--- src/rtl/mcdt_arbiter_if.sv ---
// mcdt_arbiter_if: slave-FIFO read, channel enable and formatter handshake bundle of the MCDT arbiter.
interface mcdt_arbiter_if #(
    parameter int DW = 32
);
    logic          slv0_req_i, slv1_req_i, slv2_req_i;
    logic          slv0_val_i, slv1_val_i, slv2_val_i;
    logic [DW-1:0] slv0_data_i, slv1_data_i, slv2_data_i;
    logic          a2s0_ack_o, a2s1_ack_o, a2s2_ack_o;
    logic [2:0]    ch_en_i;
    logic          fmt_ready_i;
    logic          arb_val_o;
    logic [DW-1:0] arb_data_o;
    logic [1:0]    arb_id_o;
    logic          arb_err_o;
    modport master (
        input  slv0_req_i, slv1_req_i, slv2_req_i,
        input  slv0_val_i, slv1_val_i, slv2_val_i,
        input  slv0_data_i, slv1_data_i, slv2_data_i,
        input  ch_en_i, fmt_ready_i,
        output a2s0_ack_o, a2s1_ack_o, a2s2_ack_o,
        output arb_val_o, arb_data_o, arb_id_o, arb_err_o
    );
    modport slave (
        output slv0_req_i, slv1_req_i, slv2_req_i,
        output slv0_val_i, slv1_val_i, slv2_val_i,
        output slv0_data_i, slv1_data_i, slv2_data_i,
        output ch_en_i, fmt_ready_i,
        input  a2s0_ack_o, a2s1_ack_o, a2s2_ack_o,
        input  arb_val_o, arb_data_o, arb_id_o, arb_err_o
    );
endinterface

--- src/rtl/mcdt_arbiter.sv ---
// mcdt_arbiter: grants one of three slave FIFOs, captures the returned word and holds it on a valid/ready output.
// Define MCDT_ARB_RR_EN for round-robin arbitration; otherwise fixed priority ch0 > ch1 > ch2.
module mcdt_arbiter #(
    parameter int NUM_CH = 3,
    parameter int DW     = 32
) (
    input logic            clk_i,
    input logic            rstn_i,
    mcdt_arbiter_if.master bus
);
    typedef enum logic [1:0] {IDLE, GRANT, WAIT} state_t;
    state_t            r_state, w_state;
    logic [NUM_CH-1:0] w_req, w_val, w_exp, w_ack, r_ack;
    logic [1:0]        w_win, r_win, r_id;
    logic [DW-1:0]     w_data, r_data;
    logic              w_go, w_take, w_bad, r_val, r_err;
    assign w_req  = {bus.slv2_req_i, bus.slv1_req_i, bus.slv0_req_i} & bus.ch_en_i;
    assign w_val  = {bus.slv2_val_i, bus.slv1_val_i, bus.slv0_val_i};
    assign w_data = (r_win == 2'd2) ? bus.slv2_data_i : (r_win == 2'd1) ? bus.slv1_data_i : bus.slv0_data_i;
    // A word being consumed this edge frees the output, so a grant may overlap it.
    assign w_go   = (r_state == IDLE) && (|w_req) && (!r_val || bus.fmt_ready_i);
    assign w_exp  = (r_state == WAIT) ? NUM_CH'(1) << r_win : '0;
    assign w_take = (r_state == WAIT) && w_val[r_win];
    assign w_bad  = (|(w_val & ~w_exp)) || ((r_state == WAIT) && !w_val[r_win]);
`ifdef MCDT_ARB_RR_EN
    logic [1:0] r_last, w_c0, w_c1, w_c2;
    assign w_c0  = (r_last == 2'd2) ? 2'd0 : r_last + 2'd1;
    assign w_c1  = (w_c0 == 2'd2) ? 2'd0 : w_c0 + 2'd1;
    assign w_c2  = (w_c1 == 2'd2) ? 2'd0 : w_c1 + 2'd1;
    assign w_win = w_req[w_c0] ? w_c0 : w_req[w_c1] ? w_c1 : w_c2;
    always_ff @(posedge clk_i or negedge rstn_i) begin
        if (!rstn_i) r_last <= 2'd2;
        else if (w_go) r_last <= w_win;
    end
`else
    assign w_win = w_req[0] ? 2'd0 : w_req[1] ? 2'd1 : 2'd2;
`endif
    always_ff @(posedge clk_i or negedge rstn_i) begin
        if (!rstn_i) r_state <= IDLE;
        else r_state <= w_state;
    end
    always_comb begin
        w_state = r_state;
        w_ack   = '0;
        case (r_state)
            IDLE: begin
                w_state = w_go ? GRANT : IDLE;
                w_ack   = w_go ? NUM_CH'(1) << w_win : '0;
            end
            GRANT:   w_state = WAIT;
            default: w_state = IDLE;
        endcase
    end
    always_ff @(posedge clk_i or negedge rstn_i) begin
        if (!rstn_i) begin
            r_ack  <= '0;
            r_win  <= 2'd0;
            r_val  <= 1'b0;
            r_data <= '0;
            r_id   <= 2'd0;
            r_err  <= 1'b0;
        end else begin
            r_ack <= w_ack;
            if (w_go) r_win <= w_win;
            if (w_take) begin
                r_val  <= 1'b1;
                r_data <= w_data;
                r_id   <= r_win;
            end else if (bus.fmt_ready_i) begin
                r_val <= 1'b0;
            end
            if (w_bad) r_err <= 1'b1;
        end
    end
    assign bus.a2s0_ack_o = r_ack[0];
    assign bus.a2s1_ack_o = r_ack[1];
    assign bus.a2s2_ack_o = r_ack[2];
    assign bus.arb_val_o  = r_val;
    assign bus.arb_data_o = r_data;
    assign bus.arb_id_o   = r_id;
    assign bus.arb_err_o  = r_err;
endmodule

--- src/flat_wrapper.sv ---
// flat-port wrapper written by rule: the top's interface ports become plain ports
module mcdt_arbiter_flat 
#(
    parameter int NUM_CH = 3,
    parameter int DW     = 32
)
  (clk_i, rstn_i, bus_slv0_req_i, bus_slv1_req_i, bus_slv2_req_i, bus_slv0_val_i, bus_slv1_val_i, bus_slv2_val_i, bus_slv0_data_i, bus_slv1_data_i, bus_slv2_data_i, bus_ch_en_i, bus_fmt_ready_i, bus_a2s0_ack_o, bus_a2s1_ack_o, bus_a2s2_ack_o, bus_arb_val_o, bus_arb_data_o, bus_arb_id_o, bus_arb_err_o);
  mcdt_arbiter_if #(.DW(DW)) bus_i ();
  input logic clk_i;
  input logic rstn_i;
  input wire logic [$bits(bus_i.slv0_req_i)-1:0] bus_slv0_req_i;
  input wire logic [$bits(bus_i.slv1_req_i)-1:0] bus_slv1_req_i;
  input wire logic [$bits(bus_i.slv2_req_i)-1:0] bus_slv2_req_i;
  input wire logic [$bits(bus_i.slv0_val_i)-1:0] bus_slv0_val_i;
  input wire logic [$bits(bus_i.slv1_val_i)-1:0] bus_slv1_val_i;
  input wire logic [$bits(bus_i.slv2_val_i)-1:0] bus_slv2_val_i;
  input wire logic [$bits(bus_i.slv0_data_i)-1:0] bus_slv0_data_i;
  input wire logic [$bits(bus_i.slv1_data_i)-1:0] bus_slv1_data_i;
  input wire logic [$bits(bus_i.slv2_data_i)-1:0] bus_slv2_data_i;
  input wire logic [$bits(bus_i.ch_en_i)-1:0] bus_ch_en_i;
  input wire logic [$bits(bus_i.fmt_ready_i)-1:0] bus_fmt_ready_i;
  output wire logic [$bits(bus_i.a2s0_ack_o)-1:0] bus_a2s0_ack_o;
  output wire logic [$bits(bus_i.a2s1_ack_o)-1:0] bus_a2s1_ack_o;
  output wire logic [$bits(bus_i.a2s2_ack_o)-1:0] bus_a2s2_ack_o;
  output wire logic [$bits(bus_i.arb_val_o)-1:0] bus_arb_val_o;
  output wire logic [$bits(bus_i.arb_data_o)-1:0] bus_arb_data_o;
  output wire logic [$bits(bus_i.arb_id_o)-1:0] bus_arb_id_o;
  output wire logic [$bits(bus_i.arb_err_o)-1:0] bus_arb_err_o;
  assign bus_i.slv0_req_i = bus_slv0_req_i;
  assign bus_i.slv1_req_i = bus_slv1_req_i;
  assign bus_i.slv2_req_i = bus_slv2_req_i;
  assign bus_i.slv0_val_i = bus_slv0_val_i;
  assign bus_i.slv1_val_i = bus_slv1_val_i;
  assign bus_i.slv2_val_i = bus_slv2_val_i;
  assign bus_i.slv0_data_i = bus_slv0_data_i;
  assign bus_i.slv1_data_i = bus_slv1_data_i;
  assign bus_i.slv2_data_i = bus_slv2_data_i;
  assign bus_i.ch_en_i = bus_ch_en_i;
  assign bus_i.fmt_ready_i = bus_fmt_ready_i;
  assign bus_a2s0_ack_o = bus_i.a2s0_ack_o;
  assign bus_a2s1_ack_o = bus_i.a2s1_ack_o;
  assign bus_a2s2_ack_o = bus_i.a2s2_ack_o;
  assign bus_arb_val_o = bus_i.arb_val_o;
  assign bus_arb_data_o = bus_i.arb_data_o;
  assign bus_arb_id_o = bus_i.arb_id_o;
  assign bus_arb_err_o = bus_i.arb_err_o;
  mcdt_arbiter #(.NUM_CH(NUM_CH), .DW(DW)) u_core (.clk_i(clk_i), .rstn_i(rstn_i), .bus(bus_i));
endmodule
--- config.mk ---
export PLATFORM = sky130hd
export DESIGN_NAME = mcdt_arbiter_flat
export DESIGN_NICKNAME = d
export VERILOG_FILES = /design/src/rtl/mcdt_arbiter_if.sv /design/src/rtl/mcdt_arbiter.sv /design/src/flat_wrapper.sv
export SDC_FILE = /design/constraint.sdc
export NUM_CORES = 1
export LEC_CHECK = 0
export CORE_MARGIN = 3
export CORE_UTILIZATION = 40
export CTS_CLUSTER_SIZE = 10
export DETAILED_ROUTE_END_ITERATION = 6
export PLACE_DENSITY = 0.87
export SYNTH_ARGS = -nofsm -noshare
export SYNTH_HDL_FRONTEND = slang
export SYNTH_SLANG_ARGS = --single-unit
--- constraint.sdc ---
create_clock -name clk_i -period 2.7 [get_ports clk_i]
set_clock_uncertainty 0.05 [all_clocks]
set_input_delay 0.54 -clock clk_i [delete_from_list [all_inputs] [get_ports clk_i]]
set_output_delay 0.54 -clock clk_i [all_outputs]
set_load 0.02 [all_outputs]
# Word level (Yosys, flattened, before mapping)
# Cells that the tools add are included.
dict set report word_totals {
  register_bits 43
  word_cells 42
}
dict set report classes {
  magnitude_cmp 1
  eq_ne 4
  shifts 2
  n_mux 13
  bitwise 3
  reduce_logical 12
}
# cell count
set ops {}
lappend ops {{32-bit 2-to-1 mux} 2}
lappend ops {{3-bit 2-to-1 mux} 3}
lappend ops {{3-bit bitwise AND} 2}
lappend ops {{3-bit OR reduction} 2}
lappend ops {{1-bit by 2-bit left shift with 3-bit output (first input constant)} 2}
lappend ops {{2-bit by 1-bit == test with 1-bit output (second input constant)} 2}
lappend ops {{2-bit == test (second input constant)} 2}
lappend ops {{1-bit logical AND} 4}
lappend ops {{1-bit 2-to-1 mux} 4}
lappend ops {{2-bit 2-to-1 mux} 2}
lappend ops {{2-bit one-hot mux with 2 select lines} 1}
lappend ops {{2-bit by 3-bit < comparator with 1-bit output (second input constant)} 1}
lappend ops {{3-bit NOT} 1}
lappend ops {{1-bit binary-select mux with 2-bit select} 1}
lappend ops {{1-bit logical NOT} 2}
lappend ops {{2-bit logical NOT} 1}
lappend ops {{1-bit logical OR} 2}
lappend ops {{2-bit nonzero test} 1}

# Logic depth before layout (Yosys ltp)
dict set report logic_depth {
  word_depth 6
  depth_mapped 6
  ltp_nobuf 4
}

# Least setup slack after synthesis
# OpenSTA, ideal clock, no wires.
dict set report synth_timing {
  path_type {in2reg}
  from {input port bus_slv1_val_i}
  to {register u_core.r_data[10], in the netlist u_core.bus.arb_data_o[10]}
  setup_time_ns 0.125
  t_arrival_ns 1.432
  required_ns 2.525
  setup_slack_ns 1.093
  stages 6
  path_buffers 2
  path_cell_list {mux2i_1 -> o21ai_2 -> nand2b_1 -> buf_4 -> buf_6 -> mux2_4}
}
dict set report synth_via {
  elab_chain_len 3
}
# element line_no
set synth_rtl {}
lappend synth_rtl {{from (decl)} flat_wrapper.sv:15} ;# input wire logic [$bits(bus_i.slv1_val_i)-1:0] bus_slv1_val_i;
lappend synth_rtl {{1-bit binary-select mux with 2-bit select} mcdt_arbiter.sv:23} ;# assign w_take = (r_state == WAIT) && w_val[r_win];
lappend synth_rtl {{1-bit 2-to-1 mux (implied by the code)} mcdt_arbiter.sv:23}
lappend synth_rtl {{1-bit logical AND} mcdt_arbiter.sv:23}
lappend synth_rtl {{to (signal assigned)} mcdt_arbiter.sv:67} ;# r_data <= w_data;
lappend synth_rtl {{to (decl)} mcdt_arbiter.sv:15} ;# logic [DW-1:0] w_data, r_data;
# No other way between the ends. The select of a mux whose other input is x is not followed.
# A chain may end at the register's enable or synchronous reset.

# Worst setup path after layout
dict set report layout_timing {
  from {register u_core.r_win[0]}
  to {register u_core.r_data[4], in the netlist u_core.bus.arb_data_o[4]}
}
dict set report layout_via {
  elab_chain_len 3
  elab_cells_between_ends 7
  cone_classes {2 x eq/ne; 4 x mux; 1 x reduce/logical}
}
# element line_no
set layout_rtl {}
lappend layout_rtl {{from (decl)} mcdt_arbiter.sv:14} ;# logic [1:0] w_win, r_win, r_id;
lappend layout_rtl {{from (signal assigned)} mcdt_arbiter.sv:64} ;# if (w_go) r_win <= w_win;
lappend layout_rtl {{2-bit by 1-bit == test with 1-bit output / 1-bit binary-select mux with 2-bit select (equally long branches)} {mcdt_arbiter.sv:19, mcdt_arbiter.sv:23}}
lappend layout_rtl {{32-bit 2-to-1 mux / 1-bit 2-to-1 mux (equally long branches)} {mcdt_arbiter.sv:19, mcdt_arbiter.sv:23}}
lappend layout_rtl {{32-bit 2-to-1 mux / 1-bit logical AND (equally long branches)} {mcdt_arbiter.sv:19, mcdt_arbiter.sv:23}}
# Several ways; a longest one is shown, not always the timed one. The select of a mux whose other input is x is not followed.

==> impl_results.md <==
* Share of post-route cells with drive strength above 1 at 14.79%
* Nets at 472
* Asr flop ratio synth at 100.0%
* Initial detailed-routing violation count at 74
* Die Ht at 82.18 um
* Vias per cell at 4.957
* Port buffer count at 146
* Synth area leaders: dfrtp_1 (46%), mux2_4 (19%), nor2_1 (10%), o22ai_1 (8.4%), mux2_2 (2.9%)
* Worst Tran Pin Value at 0.9235 ns
* Seq pwr share at 26.3%
* Total Power at 4.364 mW
* Clock power share at 11.5%
* Vias post-DR at 2166
* Status: complete, no violations
* GP Congestion at 0.6952
* Diodes inserted at 0
* H-tree levels at 2
* Final WL at 6629 um
* Register clock-pin slew on the reported worst setup and hold paths at 0.08 ns
* Die ar. at 6753 um^2
* Antenna viol nets, final at 0
* Post-CTS setup buffer count at 0
* Top FF cell, synth: dfrtp_1
* Hold_buf cts at 0
* Crit path largest cell delay at 0.53 ns
* Syn nets at 328
* Seq cells post-synth at 43
* NetSw at 1.683 mW
* Final hold vios at 0
* Internal Power at 2.681 mW
* Syn Inst Count at 220
* Crit-path cells: buf_4 > mux2i_1 > o21ai_2 > nand2b_2 > buf_12 > mux2_2
* CTS buffer count at 5
* Synth cell types at 27
* Worst VDD drop at 0.5368 mV
* CTS sink cnt at 43
* Highest net fanout along the worst path at 35
* Slew Viols, Final at 0
* LEAKAGE at 1.734 nW
* RSZ-0062 raised after global routing: false
* Worst Path Arrival at 2.12 ns
* PwrDens at 1098 nW/um^2
* Row count at 27
* CTS root buf: clkbuf_8
* Synth-to-layout area growth at 71.21%
* DR pass1 iterations at 4
* Syn avg cell area at 10.55 um^2
* Cell area after synthesis at 2321 um^2
* Resize count post-CTS at 0
* DRC errors left at 0
* Total track usage at 18.52%
* Ys Warns at 0
* Setup crit start: u_core.r_win[0]
* Critical path class: register to register
* Seq/Total Area, Yosys at 46.36%
* Max cap viols at 0
* Vias in the first global route at 1986
* Ports at 147
* First-pass GRT wire length at 9597 um
* Number of synthesized flops with an enable pin at 0
* Fmax at 0.4986 GHz
* CTS tree: yes
* Switching share of power at 38.57%
* Fin Setup TNS at 0 ns
* Initial core utilization at 41.64%
* Pin count of the biggest net entering global routing at 44
* Clock tree buffer depth at 2
* Latest clock arrival within the worst-skew pair at 0.29 ns
* Crit start category: register
* Detailed Place HPWL at 5091 um
* Core Box Area at 5574 um^2
* Min-delay worst type: primary input to asynchronous set/reset pin
* Initial antenna violation count at 0
* Routed WL per cell at 15.17 um
* Crit end category: register
* Slowest CP cell: dfrtp_1
* Most frequent cells in the layout: clkdlybuf4s50_1 (145), nor2_1 (63), dfrtp_1 (43), o22ai_1 (31), mux2_4 (29)
* Post-synth top area share at 46.36%
* Reg2Reg Launch Point: u_core.r_win[0]
* GRT Residual Overflow at 0
* Final setup vio count at 0
* Slew margin rel. at 38.43%
* Chip Width at 82.18 um
* Period utilisation layout at 74.28%
* Required @ worst endpoint at 2.82 ns
* Crit path time final at 2.006 ns
* Cell taking the most area after synthesis: dfrtp_1
* Gate power share at 62.1%
* Most common library cell in the layout ignoring fill and taps: clkdlybuf4s50_1
## cells by family after synthesis
| group | synth area share, % |
|---|---|
| buf+inv | 4.582 |
| simple gates | 14.02 |
| flops | 46.36 |
| compound gates | 11.70 |
| mux | 22.96 |
| xor+xnor | 0.3774 |
## cell usage after synthesis, types with 2 or more instances
cell type / n
nand2b_1: 5
mux2i_1: 3
dfrtp_1: 43
a21oi_1: 3
inv_1: 2
nand2_1: 2
buf_6: 3
nor2_1: 63
mux2_2: 6
clkbuf_1: 4
buf_2: 7
a211oi_1: 2
nor2b_1: 4
buf_4: 2
o22ai_1: 31
mux2_4: 29
## area by class of cell
class	instances	area [um^2]
Fill cell	417	1600
Timing Repair Buffer	153	1534
Clock buffer	6	82.58
Tap cell	72	90.09
Sequential cell	43	1076
Inverter	2	7.507
Clock inverter	2	35.03
Multi-Input combinational cell	159	1149
## metrics by stage
step	instance area (um^2)	util, %	cells	setup slack [ns]	hold slack, ns
floorplan	2321	-	220	1.093	0.1944
global placement	3856	69.18	429	0.6059	0.3920
detailed placement	3856	69.18	429	0.5065	0.3893
CTS	3974	71.29	437	0.6840	0.3638
global route	3974	71.29	437	0.6194	0.4025
finish	3974	71.29	437	0.6944	0.3369
## flip-flops by register name, summed over array words and instances (netlist names)
name / cells
u_core.bus.arb_data_o: 32
u_core.r_ack: 3
u_core.bus.arb_id_o: 2
u_core.r_state: 2
u_core.r_win: 2
u_core.bus.arb_err_o: 1
u_core.bus.arb_val_o: 1
## routing by layer
layer  global-route usage [%]  share of wire, %  vias to the layer above
met2                    31.99                49                       95
met4                    3.987              0.57                        0
li1                         -                 -                     1057
met5                        0                 0                        -
met1                    22.77                41                     1009
met3                    5.640               9.3                        5
## power groups by stage
| stage | sequential, mW | clock [mW] | combinational, mW |
|---|---|---|---|
| after global routing | 1.20 | 0.551 | 2.89 |
| final | 1.15 | 0.503 | 2.71 |
| after global placement | 1.16 | 0 | 2.67 |
| after floorplan | 1.47 | 0 | 1.35 |
| after detailed placement | 1.15 | 0 | 2.74 |
| after CTS | 1.15 | 0.524 | 2.74 |
## critical path, delay by kind of cell, from the launching register on
family | cells | cell delay [ns]
mux | 2 | 0.62
flops | 1 | 0.53
buf+inv | 2 | 0.48
simple gates | 1 | 0.10
compound gates | 1 | 0.09
## path summary, 6_finish.rpt
path	endpoint	slack (ns)	depth (start not counted)
worst max-delay path	u_core.bus.arb_data_o[4]	0.69	6
worst min-delay path	u_core.bus.arb_data_o[19]	0.34	1
worst max register to register	u_core.bus.arb_data_o[4]	0.69	6
worst min register to register	u_core.r_state[1]	0.41	1
max in group asynchronous	u_core.bus.arb_data_o[27]	1.68	1
min in group clk_i	u_core.r_state[1]	0.41	1
Power figures use the tool's default switching activity.
==> variant 1, RTL diff (same settings) <==
`DW` is set to 32 in 3 places; all go to 64.
--- a/src/rtl/mcdt_arbiter_if.sv
+++ b/src/rtl/mcdt_arbiter_if.sv
@@ -1,6 +1,6 @@
 // mcdt_arbiter_if: slave-FIFO read, channel enable and formatter handshake bundle of the MCDT arbiter.
 interface mcdt_arbiter_if #(
-    parameter int DW = 32
+    parameter int DW = 64
 );
     logic          slv0_req_i, slv1_req_i, slv2_req_i;
     logic          slv0_val_i, slv1_val_i, slv2_val_i;
--- a/src/rtl/mcdt_arbiter.sv
+++ b/src/rtl/mcdt_arbiter.sv
@@ -2,7 +2,7 @@
 // Define MCDT_ARB_RR_EN for round-robin arbitration; otherwise fixed priority ch0 > ch1 > ch2.
 module mcdt_arbiter #(
     parameter int NUM_CH = 3,
-    parameter int DW     = 32
+    parameter int DW     = 64
 ) (
     input logic            clk_i,
     input logic            rstn_i,
--- a/src/flat_wrapper.sv
+++ b/src/flat_wrapper.sv
@@ -2,7 +2,7 @@
 module mcdt_arbiter_flat 
 #(
     parameter int NUM_CH = 3,
-    parameter int DW     = 32
+    parameter int DW     = 64
 )
   (clk_i, rstn_i, bus_slv0_req_i, bus_slv1_req_i, bus_slv2_req_i, bus_slv0_val_i, bus_slv1_val_i, bus_slv2_val_i, bus_slv0_data_i, bus_slv1_data_i, bus_slv2_data_i, bus_ch_en_i, bus_fmt_ready_i, bus_a2s0_ack_o, bus_a2s1_ack_o, bus_a2s2_ack_o, bus_arb_val_o, bus_arb_data_o, bus_arb_id_o, bus_arb_err_o);
   mcdt_arbiter_if #(.DW(DW)) bus_i ();
Interface: changed (resized bus_arb_data_o, bus_slv0_data_i, bus_slv1_data_i and bus_slv2_data_i); port bits go from 147 to 275. The function was not compared with the original's and may differ.
==> variant 1 against the unedited design <==
Synthesized area increased by 66%; wire length increased by 110%; total power increased by 75%; final area increased by 75%; worst setup slack got worse by 0.15 ns; sequential cell count increased by 32; final cell count increased by 81%; clock power increased by 100%; critical endpoint is now u_core.bus.arb_data_o[40]; largest cell class unchanged.
==> variant 1: results (changes against the unedited design) <==
status - complete, no violations
placed instance count - 775 (+81%)
dpl hpwl - 10.7 mm (+110%)
Tot GR Track Use - 24.8% (+6.2 points)
Hold Slack - 0.289 ns (-0.0480 ns)
M1 WL - 5.13 mm (+88%)
area of the multi-input gates - 1860 um^2 (+62%)
met3 usage - 6.83% (+1.2 points)
H-Tree Depth - 3 (+1)
fin nets - 861 (+82%)
Synth Area in Compound Gates - 12.1% (+0.43 points)
Multi-Input Combinational - 287 (+81%)
Area contributors post-synth - dfrtp_1, nor2_1, mux2_2
routed vias - 4,050 (+87%)
fraction of area in multi-input gates - 26.7% (-2.2 points)
WL met2 - 7.20 mm (+120%)
worst IR drop on VDD - 709 uV (+32%)
# clk buffers - 10 (+4)
number of global-route vias before repair - 4,251 (+110%)
met3 routed WL - 1.01 mm (+62%)
GP Congestion - 0.870 (+25%)
Slew Limit Headroom - 37.5% (-0.90 points)
area share of fa/ha/maj cells after synthesis - 0% (unchanged)
commonest cells in the netlist - nor2_1, dfrtp_1, o22ai_1, mux2_2, mux2_1
grt met1 use - 27.0% (+4.2 points)
Die Wd - 104 um (+27%)
first-pass GRT wire length - 21.7 mm (+130%)
quantity of I/O buffers inserted on ports - 274 (+88%)
non-clk buf share - 40.6% (+2.0 points)
top layer used by detailed routing - met4
CTS Buf Count - 9 (+4)
mux cell area share after synthesis - 20.3% (-2.6 points)
register area share after synthesis - 48.6% (+2.3 points)
CTS clock-pin slew for the worst setup and hold paths - 0.08 ns (about the same)
Post-Route WL - 13.7 mm (+110%)
later-pin clock latency in the skew report - 0.33 ns (+0.04 ns)
fraction of layout cells with a size suffix above 1 - 9.83% (-5.0 points)
Mean Syn Cell Area - 9.80 um^2 (-7.1%)
CP max FO - 27 (-23%)
met2 Resource Use GR - 45.7% (+14 points)
crit path DAT - 2.33 ns (+0.21 ns)
sequential share of cell area - 27.0% (-0.11 points)
Reg2Reg Setup Slack - 0.54 ns (-0.15 ns)
Placed Area - 6730 um^2 (+74%)
Iteration-0 DRC Markers - 149 (+100%)
Yosys cell types - 26 (-3.7%)
Async S/R FF share, synth - 100% (unchanged)
fillcell total - 665 (+59%)
Leakage - 2.82 nW (+63%)
Syn Nets - 598 (+82%)
max reg flops - 64 (+100%)
xor/xnor share of the synthesized area - 0.421% (+0.044 points)
Avg WL per Cell - 17.4 um (+14%)
clock-cell share of area - 3.31% (+0.35 points)
Seq Cell Count - 75 (+74%)
bufs w/o clock - 282 (+84%)
-- variant 1: changes by cell type after synthesis, moves of 2 or more --
cell | before | now
buf_6 | 3 | 0
mux2_1 | 0 | 29
buf_1 | 0 | 4
mux2_2 | 6 | 38
buf_4 | 2 | 0
mux2_4 | 29 | 0
nor2_1 | 63 | 127
dfrtp_1 | 43 | 75
buf_2 | 7 | 23
o22ai_1 | 31 | 63
-- variant 1: worst max-delay path, cell delays in order, from the launching register on --
cell and delay, ns:
dfrtp_1 0.59, nand2b_2 0.55, buf_12 0.30, o22ai_1 0.20, nor2_1 0.07, mux2_2 0.27
-- variant 1: through the flow --
step | setup slack (ns) | total power [mW]
6_report | 0.541 | 7.64
3_3_place_gp | 0.453 | 6.51
4_1_cts | 0.518 | 7.71
3_5_place_dp | 0.390 | 6.70
2_1_floorplan | 0.927 | 4.63
5_1_grt | 0.429 | 8.15
-- variant 1: final timing paths --
kind                                        start                         to  cells after the start
worst max-delay path              u_core.r_win[1]  u_core.bus.arb_data_o[40]                      5
min in group clk_i              u_core.r_state[1]          u_core.r_state[1]                      1
max in group asynchronous                  rstn_i  u_core.bus.arb_data_o[31]                      1
worst min-delay path                       rstn_i   u_core.bus.arb_data_o[4]                      1
worst max register to register    u_core.r_win[1]  u_core.bus.arb_data_o[40]                      5
worst min register to register  u_core.r_state[1]          u_core.r_state[1]                      1
-- variant 1: cells by family (layout without fill, tap and decap cells) --
family | after synthesis | in the layout
buffers and inverters | 32 | 299
XOR/XNOR | 1 | 1
flip-flops | 75 | 75
AO/OA/AOI/OAI | 74 | 74
AND/OR/NAND/NOR | 142 | 142
multiplexers | 70 | 70
-- variant 1: power breakdown --
part	switching, mW	internal (mW)
sequential	0.328	1.69
combinational	2.40	2.22
clock	0.401	0.608
==> variant 2, RTL diff (same flow settings) <==
Without the edit above. The 3 states of `state_t` get a one-hot encoding in 3 bits.
--- a/src/rtl/mcdt_arbiter.sv
+++ b/src/rtl/mcdt_arbiter.sv
@@ -8,7 +8,7 @@
     input logic            rstn_i,
     mcdt_arbiter_if.master bus
 );
-    typedef enum logic [1:0] {IDLE, GRANT, WAIT} state_t;
+    typedef enum logic [2:0] {IDLE = 3'b001, GRANT = 3'b010, WAIT = 3'b100} state_t;
     state_t            r_state, w_state;
     logic [NUM_CH-1:0] w_req, w_val, w_exp, w_ack, r_ack;
     logic [1:0]        w_win, r_win, r_id;
Function: same outputs for any inputs over 10 cycles, from zero or initial values and one cycle with rstn_i low; not proved beyond that.
==> variant 2 against the unedited design <==
Critical path depth decreased by 2; hold slack got worse by 0.0049 ns; sequential cell count increased by 1; wire length increased by 6.0%; final area increased by 0.91%; total power decreased by 17%; clock power decreased by 2%; synthesized area increased by 1.8%; worst setup slack got worse by 0.060 ns; critical endpoint is now u_core.bus.arb_data_o[31]; largest cell class unchanged.
==> variant 2: results (changes against the unedited design) <==
status - complete, no violations
routed vias - 2,251 (+3.9%)
later-pin clock latency in the skew report - 0.29 ns (about the same)
Largest stage delay, worst path - 0.68 ns (+0.15 ns)
Slew @ Worst Pin - 0.919 ns (-0.00484 ns)
CTS clock-pin slew for the worst setup and hold paths - 0.08 ns (about the same)
# diodes - 0 (unchanged)
max reg flops - 32 (unchanged)
initial antenna violation count - 0 (unchanged)
Post-Route WL - 7.02 mm (+6.0%)
CTS Buf Count - 5 (unchanged)
placed instance count - 433 (+0.93%)
crit path DAT - 2.19 ns (+0.07 ns)
quantity of I/O buffers inserted on ports - 146 (unchanged)
GP Congestion - 0.820 (+18%)
CP max FO - 14 (-60%)
HP Class - input port to async pin
first-pass GRT wire length - 11.5 mm (+20%)
fraction of layout cells with a size suffix above 1 - 15.4% (+0.65 points)
Reg2Reg Setup Slack - 0.63 ns (-0.06 ns)
met3 routed WL - 527 um (-15%)
fin nets - 476 (+0.85%)
Clock Path Buffers - 2 (unchanged)
M1 WL - 2.95 mm (+8.4%)
register area share after synthesis - 46.6% (+0.28 points)
largest net degree at the start of global routing - 45 (+2.3%)
Syn Nets - 330 (+0.61%)
Tot GR Track Use - 20.4% (+1.9 points)
Switching Power - 1.39 mW (-17%)
dpl hpwl - 5.41 mm (+6.2%)
WL met2 - 3.48 mm (+7.1%)
worst IR drop on VDD - 496 uV (-7.6%)
Yosys cell types - 30 (+11%)
met2 Resource Use GR - 35.5% (+3.5 points)
grt met1 use - 24.9% (+2.1 points)
Iteration-0 DRC Markers - 86 (+16%)
commonest cells in the netlist - nor2_1, dfrtp_1, o22ai_1, mux2_4
postcts setup bufs - 0 (unchanged)
CP top delay family - multiplexers
post-cts sizing count - 0 (unchanged)
Synthesis Warnings - 0 (unchanged)
top layer used by detailed routing - met4
via/cell ratio - 5.10 (+3.0%)
Area contributors post-synth - dfrtp_1, mux2_4, nor2_1
met3 usage - 6.25% (+0.61 points)
Mean Syn Cell Area - 10.6 um^2 (+0.92%)
Leakage - 1.77 nW (+1.9%)
## variant 2: cell types whose count changed after synthesis, moves of 2 or more
cell,change
clkbuf_1,+2
nor2b_1,-2
buf_2,-3
nor2_1,+2
## variant 2: path summary, 6_finish.rpt
kind,endpoint,start,cells after the start
max,u_core.bus.arb_data_o[31],u_core.r_win[1],4
min,u_core.bus.arb_data_o[13],rstn_i,1
max reg2reg,u_core.bus.arb_data_o[31],u_core.r_win[1],4
min reg2reg,u_core.r_state[2],u_core.r_state[2],1
max in group asynchronous,u_core.r_win[0],rstn_i,1
min in group clk_i,u_core.r_state[2],u_core.r_state[2],1
## variant 2: cell families after synthesis
logic type / synth area share, %
AND/OR/NAND/NOR: 14.6
buffers and inverters: 3.71
XOR/XNOR: 0.371
multiplexers: 22.1
AO/OA/AOI/OAI: 12.6
flip-flops: 46.6
## variant 2: stage by stage
stage	utilization [%]	cell area (um^2)	worst slack [ns]	hold WS [ns]	power (mW)
detailed placement	69.5	3900	0.465	0.412	3.13
finish	71.5	4010	0.635	0.332	3.60
floorplan	-	2360	0.953	0.194	2.28
global placement	69.5	3900	0.511	0.399	3.09
global route	71.5	4010	0.523	0.407	3.84
CTS	71.5	4010	0.616	0.364	3.64
## variant 2: power groups by stage
stage,clock (mW),sequential (mW),combinational [mW]
final,0.493,1.07,2.04
after global routing,0.534,1.11,2.19
after CTS,0.506,1.07,2.06
after detailed placement,0,1.08,2.05
after global placement,0,1.08,2.01
after floorplan,0,1.29,0.988
## variant 2: cell type report
class                      instances  area, um^2
fill                             428        1600
timing repair buffer             153        1520
multi-input combinational        163        1180
sequential                        44        1100
tap                               72        90.1
clock buffer                       5        68.8
clock inverter                     3        42.5
inverter                           1        3.75
